`config.mk`:
```
export PLATFORM = sky130hd
export DESIGN_NAME = alu_op_issuer
export DESIGN_NICKNAME = d
export VERILOG_FILES = /design/src/rtl/alu_pkg.sv /design/src/rtl/alu_op_decode.sv /design/src/rtl/alu_op_issuer.sv
export SDC_FILE = /design/constraint.sdc
export NUM_CORES = 1
export LEC_CHECK = 0
export CORE_MARGIN = 2
export CORE_UTILIZATION = 30
export CTS_CLUSTER_SIZE = 10
export DETAILED_ROUTE_END_ITERATION = 10
export PLACE_DENSITY = 0.63
export SETUP_SLACK_MARGIN = 0.5
export SYNTH_ARGS = -nofsm -noshare
export SYNTH_HDL_FRONTEND = slang
export SYNTH_SLANG_ARGS = --single-unit
```
`constraint.sdc`:
```
create_clock -name clock -period 5.5 [get_ports clock]
set_input_delay 1.1 -clock clock [delete_from_list [all_inputs] [get_ports clock]]
set_output_delay 1.1 -clock clock [all_outputs]
set_load 0.005 [all_outputs]
```
`src/rtl/alu_pkg.sv`:
```
`default_nettype none
// ============================================================================
// Module   : alu_pkg
// Purpose  : Shared encodings for the ALU issue front end: ALU operation
//            codes, MIPS opcode/funct values, FSM states, response flags.
// Revision : 1.0 - initial release
// ============================================================================
package alu_pkg;

  // ALU operation encoding (5-bit OPcode of the ALU)
  localparam logic [4:0] C_ALU_ADD = 5'd0;
  localparam logic [4:0] C_ALU_SUB = 5'd1;
  localparam logic [4:0] C_ALU_MUL = 5'd2;
  localparam logic [4:0] C_ALU_DIV = 5'd3;
  localparam logic [4:0] C_ALU_NOT = 5'd4;
  localparam logic [4:0] C_ALU_AND = 5'd5;
  localparam logic [4:0] C_ALU_OR  = 5'd6;
  localparam logic [4:0] C_ALU_XOR = 5'd7;
  localparam logic [4:0] C_ALU_SLL = 5'd8;
  localparam logic [4:0] C_ALU_SRL = 5'd9;
  localparam logic [4:0] C_ALU_SLT = 5'd10;
  localparam logic [4:0] C_ALU_SGT = 5'd11;
  localparam logic [4:0] C_ALU_SEQ = 5'd12;
  localparam logic [4:0] C_ALU_SLE = 5'd13;
  localparam logic [4:0] C_ALU_SGE = 5'd14;
  localparam logic [4:0] C_ALU_SNE = 5'd15;

  // MIPS primary opcodes
  localparam logic [5:0] C_OP_RTYPE = 6'h00;
  localparam logic [5:0] C_OP_BEQ   = 6'h04;
  localparam logic [5:0] C_OP_BNE   = 6'h05;
  localparam logic [5:0] C_OP_ADDI  = 6'h08;
  localparam logic [5:0] C_OP_ADDIU = 6'h09;
  localparam logic [5:0] C_OP_SLTI  = 6'h0A;
  localparam logic [5:0] C_OP_ANDI  = 6'h0C;
  localparam logic [5:0] C_OP_ORI   = 6'h0D;
  localparam logic [5:0] C_OP_XORI  = 6'h0E;

  // MIPS R-type funct codes
  localparam logic [5:0] C_FN_SLL  = 6'h00;
  localparam logic [5:0] C_FN_SRL  = 6'h02;
  localparam logic [5:0] C_FN_MULT = 6'h18;
  localparam logic [5:0] C_FN_DIV  = 6'h1A;
  localparam logic [5:0] C_FN_ADD  = 6'h20;
  localparam logic [5:0] C_FN_ADDU = 6'h21;
  localparam logic [5:0] C_FN_SUB  = 6'h22;
  localparam logic [5:0] C_FN_SUBU = 6'h23;
  localparam logic [5:0] C_FN_AND  = 6'h24;
  localparam logic [5:0] C_FN_OR   = 6'h25;
  localparam logic [5:0] C_FN_XOR  = 6'h26;
  localparam logic [5:0] C_FN_SLT  = 6'h2A;

  // Issue FSM states
  typedef enum logic [1:0] {
    ST_IDLE = 2'd0,
    ST_EXEC = 2'd1,
    ST_RESP = 2'd2
  } state_t;

  // Which ALU overflow flag (if any) becomes the trap
  typedef enum logic [1:0] {
    TRAP_NONE = 2'd0,
    TRAP_ADD  = 2'd1,
    TRAP_SUB  = 2'd2
  } trap_sel_t;

  // Response flag bundle
  typedef struct packed {
    logic zero;
    logic ovf_trap;
    logic div0;
    logic illegal;
  } rsp_flags_t;

endpackage
`default_nettype wire

```
`src/rtl/alu_op_decode.sv`:
```
`default_nettype none
// ============================================================================
// Module   : alu_op_decode
// Purpose  : Combinational MIPS-to-ALU translation: operation code, operands
//            (with immediate extension), shift amount, trap selection,
//            divide detection and illegal-instruction detection.
// Revision : 1.0 - initial release
// ============================================================================
module alu_op_decode
  import alu_pkg::*;
#(
  parameter int DATA_W = 32
) (
  input  logic [5:0]        i_opcode,
  input  logic [5:0]        i_funct,
  input  logic [4:0]        i_shamt,
  input  logic [DATA_W-1:0] i_rs,
  input  logic [DATA_W-1:0] i_rt,
  input  logic [15:0]       i_imm,
  output logic [4:0]        o_alu_opcode,
  output logic [DATA_W-1:0] o_op1,
  output logic [DATA_W-1:0] o_op2,
  output logic [4:0]        o_shamt,
  output logic              o_is_illegal,
  output trap_sel_t         o_trap_sel,
  output logic              o_is_div
);

  logic [DATA_W-1:0] w_imm_sext;
  logic [DATA_W-1:0] w_imm_zext;

  assign w_imm_sext = {{(DATA_W-16){i_imm[15]}}, i_imm};
  assign w_imm_zext = {{(DATA_W-16){1'b0}}, i_imm};

  // Decode table; unknown encodings collapse to an all-zero illegal result
  always_comb begin
    o_alu_opcode = C_ALU_ADD;
    o_op1        = i_rs;
    o_op2        = i_rt;
    o_shamt      = 5'd0;
    o_is_illegal = 1'b0;
    o_trap_sel   = TRAP_NONE;
    o_is_div     = 1'b0;

    case (i_opcode)
      C_OP_RTYPE: begin
        case (i_funct)
          C_FN_ADD: begin
            o_alu_opcode = C_ALU_ADD;
            o_trap_sel   = TRAP_ADD;
          end
          C_FN_ADDU: o_alu_opcode = C_ALU_ADD;
          C_FN_SUB: begin
            o_alu_opcode = C_ALU_SUB;
            o_trap_sel   = TRAP_SUB;
          end
          C_FN_SUBU: o_alu_opcode = C_ALU_SUB;
          C_FN_AND:  o_alu_opcode = C_ALU_AND;
          C_FN_OR:   o_alu_opcode = C_ALU_OR;
          C_FN_XOR:  o_alu_opcode = C_ALU_XOR;
          C_FN_SLT:  o_alu_opcode = C_ALU_SLT;
          C_FN_MULT: o_alu_opcode = C_ALU_MUL;
          C_FN_DIV: begin
            o_alu_opcode = C_ALU_DIV;
            o_is_div     = 1'b1;
          end
          C_FN_SLL: begin
            o_alu_opcode = C_ALU_SLL;
            o_op1        = i_rt;
            o_shamt      = i_shamt;
          end
          C_FN_SRL: begin
            o_alu_opcode = C_ALU_SRL;
            o_op1        = i_rt;
            o_shamt      = i_shamt;
          end
          default: o_is_illegal = 1'b1;
        endcase
      end
      C_OP_ADDI: begin
        o_alu_opcode = C_ALU_ADD;
        o_op2        = w_imm_sext;
        o_trap_sel   = TRAP_ADD;
      end
      C_OP_ADDIU: begin
        o_alu_opcode = C_ALU_ADD;
        o_op2        = w_imm_sext;
      end
      C_OP_SLTI: begin
        o_alu_opcode = C_ALU_SLT;
        o_op2        = w_imm_sext;
      end
      C_OP_ANDI: begin
        o_alu_opcode = C_ALU_AND;
        o_op2        = w_imm_zext;
      end
      C_OP_ORI: begin
        o_alu_opcode = C_ALU_OR;
        o_op2        = w_imm_zext;
      end
      C_OP_XORI: begin
        o_alu_opcode = C_ALU_XOR;
        o_op2        = w_imm_zext;
      end
      C_OP_BEQ: o_alu_opcode = C_ALU_SEQ;
      C_OP_BNE: o_alu_opcode = C_ALU_SNE;
      default:  o_is_illegal = 1'b1;
    endcase

    if (o_is_illegal) begin
      o_alu_opcode = C_ALU_ADD;
      o_op1        = '0;
      o_op2        = '0;
      o_shamt      = 5'd0;
      o_trap_sel   = TRAP_NONE;
      o_is_div     = 1'b0;
    end
  end

endmodule
`default_nettype wire

```
`src/rtl/alu_op_issuer.sv`:
```
`default_nettype none
// ============================================================================
// Module   : alu_op_issuer
// Purpose  : Execute-stage front end for the external 5-bit-opcode ALU.
//            Accepts one decoded instruction per handshake, holds the ALU
//            inputs for one execute cycle, captures result and flags and
//            returns them on a valid/ready response channel.
// Revision : 1.0 - initial release
// ============================================================================
module alu_op_issuer
  import alu_pkg::*;
#(
  parameter int DATA_W = 32
) (
  input  logic              clock,
  input  logic              reset_n,
  input  logic              cmd_valid,
  output logic              cmd_ready,
  input  logic [5:0]        cmd_opcode,
  input  logic [5:0]        cmd_funct,
  input  logic [4:0]        cmd_shamt,
  input  logic [DATA_W-1:0] cmd_rs,
  input  logic [DATA_W-1:0] cmd_rt,
  input  logic [15:0]       cmd_imm,
  output logic [4:0]        alu_opcode,
  output logic [DATA_W-1:0] alu_op1,
  output logic [DATA_W-1:0] alu_op2,
  output logic [4:0]        alu_shamt,
  input  logic [DATA_W-1:0] alu_result,
  input  logic              alu_zero,
  input  logic              alu_ovf_add,
  input  logic              alu_ovf_sub,
  output logic              rsp_valid,
  input  logic              rsp_ready,
  output logic [DATA_W-1:0] rsp_result,
  output logic              rsp_zero,
  output logic              rsp_ovf_trap,
  output logic              rsp_div0,
  output logic              rsp_illegal
);

  // Decoder outputs
  logic [4:0]        w_dec_alu_opcode;
  logic [DATA_W-1:0] w_dec_op1;
  logic [DATA_W-1:0] w_dec_op2;
  logic [4:0]        w_dec_shamt;
  logic              w_dec_is_illegal;
  trap_sel_t         w_dec_trap_sel;
  logic              w_dec_is_div;
  logic              w_accept;

  // Registered state
  state_t            r_state;
  logic [4:0]        r_alu_opcode;
  logic [DATA_W-1:0] r_alu_op1;
  logic [DATA_W-1:0] r_alu_op2;
  logic [4:0]        r_alu_shamt;
  trap_sel_t         r_trap_sel;
  logic              r_div0;
  logic              r_rsp_valid;
  logic [DATA_W-1:0] r_rsp_result;
  rsp_flags_t        r_rsp_flags;

  alu_op_decode #(
    .DATA_W (DATA_W)
  ) u_decode (
    .i_opcode     (cmd_opcode),
    .i_funct      (cmd_funct),
    .i_shamt      (cmd_shamt),
    .i_rs         (cmd_rs),
    .i_rt         (cmd_rt),
    .i_imm        (cmd_imm),
    .o_alu_opcode (w_dec_alu_opcode),
    .o_op1        (w_dec_op1),
    .o_op2        (w_dec_op2),
    .o_shamt      (w_dec_shamt),
    .o_is_illegal (w_dec_is_illegal),
    .o_trap_sel   (w_dec_trap_sel),
    .o_is_div     (w_dec_is_div)
  );

  // Ready depends only on the registered state, never on rsp_ready
  assign cmd_ready = (r_state == ST_IDLE);
  assign w_accept  = cmd_valid && (r_state == ST_IDLE);

  assign alu_opcode   = r_alu_opcode;
  assign alu_op1      = r_alu_op1;
  assign alu_op2      = r_alu_op2;
  assign alu_shamt    = r_alu_shamt;
  assign rsp_valid    = r_rsp_valid;
  assign rsp_result   = r_rsp_result;
  assign rsp_zero     = r_rsp_flags.zero;
  assign rsp_ovf_trap = r_rsp_flags.ovf_trap;
  assign rsp_div0     = r_rsp_flags.div0;
  assign rsp_illegal  = r_rsp_flags.illegal;

  // Issue FSM: latch ALU inputs on accept, capture ALU outputs after EXEC,
  // hold the response until the consumer takes it
  always_ff @(posedge clock or negedge reset_n) begin
    if (!reset_n) begin
      r_state      <= ST_IDLE;
      r_alu_opcode <= 5'd0;
      r_alu_op1    <= '0;
      r_alu_op2    <= '0;
      r_alu_shamt  <= 5'd0;
      r_trap_sel   <= TRAP_NONE;
      r_div0       <= 1'b0;
      r_rsp_valid  <= 1'b0;
      r_rsp_result <= '0;
      r_rsp_flags  <= '0;
    end else begin
      case (r_state)
        ST_IDLE: begin
          if (w_accept) begin
            r_alu_opcode <= w_dec_alu_opcode;
            r_alu_op1    <= w_dec_op1;
            r_alu_op2    <= w_dec_op2;
            r_alu_shamt  <= w_dec_shamt;
            r_trap_sel   <= w_dec_trap_sel;
            r_div0       <= w_dec_is_div && (cmd_rt == '0);
            if (w_dec_is_illegal) begin
              // Illegal instructions skip the ALU and answer immediately
              r_state              <= ST_RESP;
              r_rsp_valid          <= 1'b1;
              r_rsp_result         <= '0;
              r_rsp_flags          <= '0;
              r_rsp_flags.zero     <= 1'b1;
              r_rsp_flags.illegal  <= 1'b1;
            end else begin
              r_state <= ST_EXEC;
            end
          end
        end
        ST_EXEC: begin
          r_state               <= ST_RESP;
          r_rsp_valid           <= 1'b1;
          r_rsp_result          <= alu_result;
          r_rsp_flags.zero      <= alu_zero;
          r_rsp_flags.ovf_trap  <= (r_trap_sel == TRAP_ADD) ? alu_ovf_add :
                                   (r_trap_sel == TRAP_SUB) ? alu_ovf_sub : 1'b0;
          r_rsp_flags.div0      <= r_div0;
          r_rsp_flags.illegal   <= 1'b0;
        end
        ST_RESP: begin
          if (rsp_ready) begin
            r_state     <= ST_IDLE;
            r_rsp_valid <= 1'b0;
          end
        end
        default: begin
          r_state     <= ST_IDLE;
          r_rsp_valid <= 1'b0;
        end
      endcase
    end
  end

endmodule
`default_nettype wire

```
Yosys cells after proc, flatten, opt, wreduce, memory -nomap -nowiden. Cells that the tools add are included.

Register bits after elaboration: 116. Bits of input ports: 136. Output and inout bits: 112. Word-level logic and storage cells: 91.

Equality and inequality tests: 26. Mux-type cells: 35. Reductions and logical operators: 17.

Operator list (count): $mux W32 (6); $pmux W32 S2 (2); $eq A6 B6 Y1 const B (8); $eq A6 B4 Y1 const B (6); $pmux W4 S9 (1); $pmux W5 S7 (1); $logic_not A32 Y1 (1); $mux W5 (4); $eq A6 B3 Y1 const B (2); $eq A6 B5 Y1 const B (2); $logic_not A6 Y1 (2); $reduce_or A12 Y1 (1); $mux W1 (9); $mux W2 (4); $mux W4 (2); $pmux W2 S2 (2); $pmux W4 S2 (1); $reduce_or A8 Y1 (1); $eq A6 B2 Y1 const B (1); $pmux W2 S3 (1); $reduce_and A3 Y1 (2); $reduce_or A3 Y1 (2); $eq A2 B1 Y1 const B (2); $eq A2 B2 Y1 const B (2); other kinds (9) (13).

Longest topological paths before layout. Gate-level depths: netlist (run 1).

Depth in word-level cells: 7. Gate-level depth with buffers: 7. Mapped depth without buffers: 5.

Cells and area by module. From an unflattened synthesis (run 1), not the netlist that was laid out.

Cell total of the unflattened synthesis: 502. Area total of the unflattened synthesis: 5570.3 um^2.

By module, submodules not included: alu_op_issuer (times used 1, cells an instance 275, area each 4341.7 um^2, seq. area each 2902.8 um^2); alu_op_decode (times used 1, cells an instance 227, area each 1228.7 um^2, seq. area each 0.0 um^2).

Worst setup path after synthesis (run 1). Ideal clock, no wire load.

Kind: in2reg. Start: input port cmd_opcode[5]. End: register r_alu_op1[24], in the netlist alu_op1[24]. Library setup time: 0.094 ns. Arrival time: 2.709 ns. Required time: 5.406 ns. Path slack: 2.697 ns. Cell stages on the path: 7. Path buffers: 2. Cells stage by stage: or4_4 nor3_4 nand4b_1 buf_2 buf_2 mux2i_1 a211oi_1.

Longest elaborated chain between the ends: 4. Elaborated cells between the ends (all ways): 13. Those cells by class: 8 x eq/ne; 3 x mux; 2 x reduce/logical.

Ends and longest elaborated chain: start: declaration (RTL line alu_op_issuer.sv:19) `input logic [5:0] cmd_opcode,`; $eq A6 B4 Y1 or $eq A6 B3 Y1 (tied branches) (RTL line alu_op_decode.sv:45) `case (i_opcode)`; $reduce_or A8 Y1 (no line); $pmux W1 S2 (RTL line alu_op_decode.sv:45); $mux W32 * (RTL line alu_op_decode.sv:110) `if (o_is_illegal) begin`; end signal: assignment (RTL line alu_op_issuer.sv:116) `r_alu_op1 <= w_dec_op1;`; end: declaration (RTL line alu_op_issuer.sv:55) `logic [DATA_W-1:0] r_alu_op1;`.

Mark *: on every way between the ends. The rest lies on a longest branch, timed or not. A chain may end at the register's enable or synchronous reset.

Final worst setup path (run 1).
Start: input port cmd_opcode[1]. End: register r_alu_op1[12], in the netlist alu_op1[12].

Same word-level chain as after synthesis.

==> summary.md, run 1 <==
| Metric | Value |
|---|---|
| Starting Density | `30.8%` |
| Largest net degree at the start of global routing | `89` |
| Synthesized area | `5340 um^2` |
| Remaining DRCs | `0` |
| Synth async-reset ratio | `100%` |
| Die width | `137 um` |
| Row count | `48` |
| Setup TNS | `0 ps` |
| CP Launch Type | `primary input` |
| Initial DRC count | `220` |
| Clk Latency, worst-skew pair | `420 ps` |
| Worst-Margin Slew | `1130 ps` |
| Initial antenna violation count | `0` |
| Number of max-cap violations | `0` |
| Clk pin slew, worst setup/hold paths | `50 ps` |
| P_leak | `3.81 nW` |
| CP max FO | `37` |
| Seq/Total Area, Yosys | `53.9%` |
| RD Place Congestion | `0.847` |
| Clock Sink Count | `115` |
| PD cells | `367 nW/um^2` |
| Avg Cell Area, Syn | `10.3 um^2` |
| Post-Synth Simple-Gate Area | `13.7%` |
| Worst Path Arrival | `3520 ps` |
| Syn_nets | `653` |
| Yosys reg bits | `115` |
| Synth cell types | `49` |
| Multiplexer share of the synthesized area | `9.21%` |
| Vias in the first global route | `4,890` |
| Routed wire length per instance | `19.0 um` |
| Share of post-route cells with drive strength above 1 | `6.17%` |
| Vias post-DR | `4,969` |
| Reg2reg start | `r_state[1]$_DFFE_PN0P_` |
| Worst EP required | `5810 ps` |
| Routed Antenna Nets | `0` |
| Die Ht | `137 um` |
| CORE AREA | `17,400 um^2` |
| Fin Hold WS | `474 ps` |
| CP Capture Type | `register` |
| Final HPWL from detailed placement | `13,700 um` |
| Setup WS post-layout | `2280 ps` |
| Post-Synth Adder-Cell Area | `0%` |
| Worst slew margin | `24.6%` |
| Largest family of logic cells by synthesized area | `compound AO/OA/AOI/OAI gates` |
| CTS H-tree depth | `4` |
| Unrepaired setup endpoints after global routing | `no` |
| Post-CTS sizing | `0` |
| Peak Freq | `311 MHz` |
| Io pins | `248` |
| Peak supply drop | `213 uV` |
| Number of synthesized flops with an enable pin | `0` |
| FF-to-FF path depth | `5` |
| Vias per Instance | `5.03` |
| Hold Fails Final Rpt | `0` |
| Critical Setup Path Class | `in -> reg` |
| Status | `complete, no violations` |
| Number of port buffers | `246` |
| CTS root buffer | `clkbuf_16` |
| Most used DFF post-synth | `dfrtp_1` |
| Slew Viols, Final | `0` |
| CTS Hold Bufs | `0` |
| Yosys warnings | `0` |
| Final net count | `887` |
| CTS tree | `built` |
| Minimum clock period | `3220 ps` |
| Post-synthesis cell count | `517` |
| Synth Area in Compound Gates | `19.4%` |
| Setup bufs post-CTS | `0` |
| Min-Delay Path Class | `reg -> reg` |
| DP Worst Slack | `1860 ps` |
| Total CTS buffers | `17` |
| Global route total overflow | `0` |
| Share of the core filled with cells | `49.6%` |
| Reg2reg end | `alu_op1[20]$_DFFE_PN0P_` |
| Hold wc startpoint | `alu_op2[15]$_DFFE_PN0P_` |
| Layout area overhead | `61.1%` |
| DRT Pass-1 Iters | `4` |
| Worst Hold Path EP | `alu_op2[15]$_DFFE_PN0P_` |
| Hold path cells | `2` |
| Gr usage total | `19.7%` |
| WL final | `18,800 um` |
| N_diodes | `0` |
| Xor/xnor cell area share of the yosys netlist | `0.328%` |
| Die area | `18,900 um^2` |
| Global-route wire length before repair | `27,800 um` |
| Count of endpoints failing setup in the final report | `0` |
| Worst Clk Skew | `7.73 ps` |
| R2R Setup Slk | `3280 ps` |
| Maximum buffer depth of the clock tree | `2` |
| Period utilisation layout | `58.5%` |
## synth_stat cells (all sizes together) (3+ instances only)
library cell    n  share of area, %
a211oi         33               4.6
a21oi           9              0.91
a22o           34               5.6
a31oi           3              0.35
buf            12               1.2
clkbuf         28               2.0
dfrtp         115                54
inv             3              0.21
mux2i          48               9.0
nand2          66               4.6
nand2b          4              0.47
nand3b          3              0.42
nor2           62               4.4
nor2b           4              0.47
nor3            3              0.49
nor4            8              0.94
o21ai          29               2.7
o31ai          18               2.5
or3             3              0.35
## metal layers
metal	vias to the layer above	global-route usage (%)	wire length [um]
li1	2346	-	-
met3	19	5.52	1460
met4	0	6.41	353
met1	2379	24.2	7730
met5	-	0	0
met2	225	33.3	9240
## final cells by class
class,count,area [um^2]
Clock inverter,11,161
Multi-Input combinational cell,359,2300
Fill cell,1557,8750
Inverter,3,11.3
Timing Repair Buffer,255,2530
Tap cell,225,282
Clock buffer,19,443
Sequential cell,115,2880
## metrics by stage
| stage | total power, W | instance area [um^2] | instances |
|---|---|---|---|
| 5_1_grt | 0.00331 | 8600 | 987 |
| 6_report | 0.00315 | 8600 | 987 |
| 3_5_place_dp | 0.00203 | 8000 | 957 |
| 2_1_floorplan | 0.00143 | 5340 | 517 |
| 4_1_cts | 0.00318 | 8600 | 987 |
| 3_3_place_gp | 0.00201 | 8000 | 957 |
## kinds of logic after synthesis
kind of cell	after synthesis
flip-flops	115
multiplexers	49
other	1
XOR/XNOR	2
AND/OR/NAND/NOR	164
AO/OA/AOI/OAI	143
buffers and inverters	43
## where the power goes
part / switching [W] / leakage (nW) / internal [W]
registers: 0.000104 / 1.53 / 0.00102
logic: 0.000384 / 1.98 / 0.000501
clock network: 0.000387 / 0.298 / 0.000760
## cells in the final DEF, fill, tap and decap left out, types with 3 or more instances in the layout
| cell type | instances |
|---|---|
| a211oi_1 | 32 |
| or3_1 | 3 |
| nor2_1 | 61 |
| nand2_1 | 66 |
| clkbuf_16 | 17 |
| a22o_1 | 34 |
| dfrtp_1 | 115 |
| nand3b_1 | 3 |
| o31ai_1 | 18 |
| nor2b_1 | 3 |
| nand2b_1 | 4 |
| clkinv_2 | 5 |
| a31oi_1 | 3 |
| a21oi_1 | 8 |
| o21ai_0 | 29 |
| clkdlybuf4s50_1 | 245 |
| buf_4 | 10 |
| nor4_1 | 8 |
| bufinv_16 | 4 |
| inv_1 | 3 |
| mux2i_1 | 48 |
## worst max-delay path, cell delays in order
cell             delay [ps]
clkdlybuf4s50_1         500
or4_4                   550
nor3_4                  360
nand4b_1                160
buf_4                   350
mux2i_1                 180
a211oi_1                290
## state kept, by name, indices dropped and copies added, names as in the netlist, 2 cells and up
signal and count:
alu_op1 32, alu_op2 32, rsp_result 32, alu_shamt 5
alu_opcode 4, r_state 2, r_trap_sel 2
## worst max-delay path by stage
stage          cells past startpoint                       to     startpoint  slack, ps
2_1_floorplan                      7  alu_op1[24]$_DFFE_PN0P_  cmd_opcode[5]       2700
3_3_place_gp                       7   alu_op1[0]$_DFFE_PN0P_  cmd_opcode[1]       1900
3_5_place_dp                       7  alu_op1[20]$_DFFE_PN0P_  cmd_opcode[1]       1860
4_1_cts                            7  alu_op1[12]$_DFFE_PN0P_  cmd_opcode[1]       2280
5_1_grt                            7  alu_op1[12]$_DFFE_PN0P_  cmd_opcode[1]       2110
6_report                           7  alu_op1[12]$_DFFE_PN0P_  cmd_opcode[1]       2280
Note: power is estimated with default switching activity, not from simulation.
==> run 2: changes to the inputs <==
- clock period: 5.5 -> 3 ns (I/O delays scaled with it)
==> summary.md, run 2 (synthesis gave the netlist of run 1 again) <==
| Metric | Value |
|---|---|
| Initial DRC count | `327` |
| Number of max-cap violations | `0` |
| Peak Freq | `416 MHz` |
| Starting Density | `30.8%` |
| Period utilisation layout | `80.1%` |
| CP top delay family | `simple AND/OR/NAND/NOR gates` |
| CP Launch Type | `primary input` |
| Vias per Instance | `4.97` |
| DP Worst Slack | `0.765 ps` |
| Routed wire length per instance | `18.2 um` |
| Number of port buffers | `246` |
| Vias post-DR | `5,058` |
| Minimum clock period | `2400 ps` |
| Remaining DRCs | `0` |
| Final net count | `915` |
| PD cells | `644 nW/um^2` |
| Most frequent cells in the layout | `clkdlybuf4s50_1 (244), dfrtp_1 (115), nand2_1 (66)` |
| Final HPWL from detailed placement | `13,700 um` |
| WL final | `18,500 um` |
| Worst Clk Skew | `7.18 ps` |
| CP max stage delay | `580 ps` |
| Multi-input logic area | `2310 um^2` |
| Critical Setup Path Class | `in -> reg` |
| P_leak | `3.96 nW` |
| Die Ht | `137 um` |
| CTS tree | `built` |
| Slowest cell on the critical path | `or4_4` |
| Min-Delay Path Class | `in -> async` |
| Clock Sink Count | `115` |
| Vias in the first global route | `5,016` |
| Setup TNS | `0 ps` |
| Routed Antenna Nets | `0` |
| RD Place Congestion | `0.868` |
| Global route total overflow | `0` |
| Total CTS buffers | `17` |
| Maximum buffer depth of the clock tree | `2` |
| Io pins | `248` |
| Fin Hold WS | `219 ps` |
| Unrepaired setup endpoints after global routing | `no` |
| Worst EP required | `3310 ps` |
| Fillers | `1,550` |
| Worst Path Arrival | `2720 ps` |
| CTS Hold Bufs | `0` |
| Most common cell after layout, fill and taps aside | `clkdlybuf4s50_1` |
| Worst Path Buf+Inv | `3` |
| Die width | `137 um` |
| CORE AREA | `17,400 um^2` |
| Hold Fails Final Rpt | `0` |
| Register Area | `2880 um^2` |
| Status | `complete, no violations` |
| Share of post-route cells with drive strength above 1 | `9.60%` |
| Largest net degree at the start of global routing | `72` |
| CP Capture Type | `register` |
| Gr usage total | `19.2%` |
| CTS H-tree depth | `4` |
| Count of endpoints failing setup in the final report | `0` |
| Clk pin slew, worst setup/hold paths | `50 ps` |
| Worst-Margin Slew | `666 ps` |
| Worst slew margin | `55.6%` |
| DRT Pass-1 Iters | `7` |
| Slew Viols, Final | `0` |
| Critical-path cell list | `clkdlybuf4s50_1, or4_4, nor3_4, nand4b_1, buf_4, clkbuf_16, mux2i_1, a211oi_1` |
| Die area | `18,900 um^2` |
| Row count | `48` |
| Peak supply drop | `365 uV` |
| Setup WS post-layout | `596 ps` |
| Initial antenna violation count | `0` |
| N_diodes | `0` |
| CP max FO | `19` |
| CTS root buffer | `clkbuf_16` |
| Global-route wire length before repair | `27,400 um` |
| Layout area overhead | `65.9%` |
| Clk Latency, worst-skew pair | `410 ps` |
-- run 2: cell count changes in the layout (fill, tap and decap cells not counted), moves of 2 or more --
| cell | before | now |
|---|---|---|
| buf_12 | 0 | 3 |
| buf_4 | 10 | 33 |
| bufinv_16 | 4 | 2 |
| clkbuf_1 | 1 | 3 |
| clkbuf_8 | 1 | 3 |
-- run 2: cell type report --
cell class / instances / share of cell area [%]
clock buffers: 23 / 5.40
clock inverters: 9 / 1.17
inverters: 3 / 0.127
multi-input cells: 359 / 26.0
flip-flops and latches: 115 / 32.5
well taps: 225 / 3.18
repair buffers: 283 / 31.6
-- run 2: per-stage QoR --
step	util (%)	cells	cell area, um^2	power [W]
after floorplan	-	517	5340	0.00263
after global placement	47.4	980	8220	0.00373
after detailed placement	47.4	980	8220	0.00376
after CTS	50.9	1015	8830	0.00577
after global routing	51.0	1017	8860	0.00601
final	51.0	1017	8860	0.00571
-- run 2: layer usage --
metal	global-route usage (%)	vias up	share of wire, %
li1	-	2396	-
met1	24.7	2428	42
met2	31.8	213	49
met3	5.00	21	7.4
met4	5.78	0	1.7
met5	0	-	0
-- run 2: what timing repair did --
action                     CTS  global route
gates cloned                 0             1
pin swaps                    2             1
setup buffers                3             1
gates resized for setup      0             3
setup endpoints to repair   32            49
-- run 2: final timing paths --
kind                                         start                      end  slack [ps]  depth (start not counted)
setup / recovery                     cmd_opcode[5]   alu_op1[2]$_DFFE_PN0P_         600                          8
hold / removal                             reset_n  alu_op1[23]$_DFFE_PN0P_         220                          1
setup reg to reg            r_state[1]$_DFFE_PN0P_  alu_op2[11]$_DFFE_PN0P_        1100                          5
hold reg to reg            alu_op2[15]$_DFFE_PN0P_  alu_op2[15]$_DFFE_PN0P_         480                          2
max in group asynchronous                  reset_n  alu_op1[13]$_DFFE_PN0P_        2040                          2
min in group clock         alu_op2[15]$_DFFE_PN0P_  alu_op2[15]$_DFFE_PN0P_         480                          2
-- run 2: worst reg2reg max path: cells and delay by family (launching register included) --
family          cells  cell delay, ps
compound gates      1             350
buf+inv             2             500
flops               1             430
simple gates        2             520
-- run 2: power by group --
part	switching (W)	total, W	internal [W]
clock network	0.000689	0.00197	0.00128
logic	0.000710	0.00168	0.000969
registers	0.000191	0.00206	0.00186
total	0.00159	0.00571	0.00412
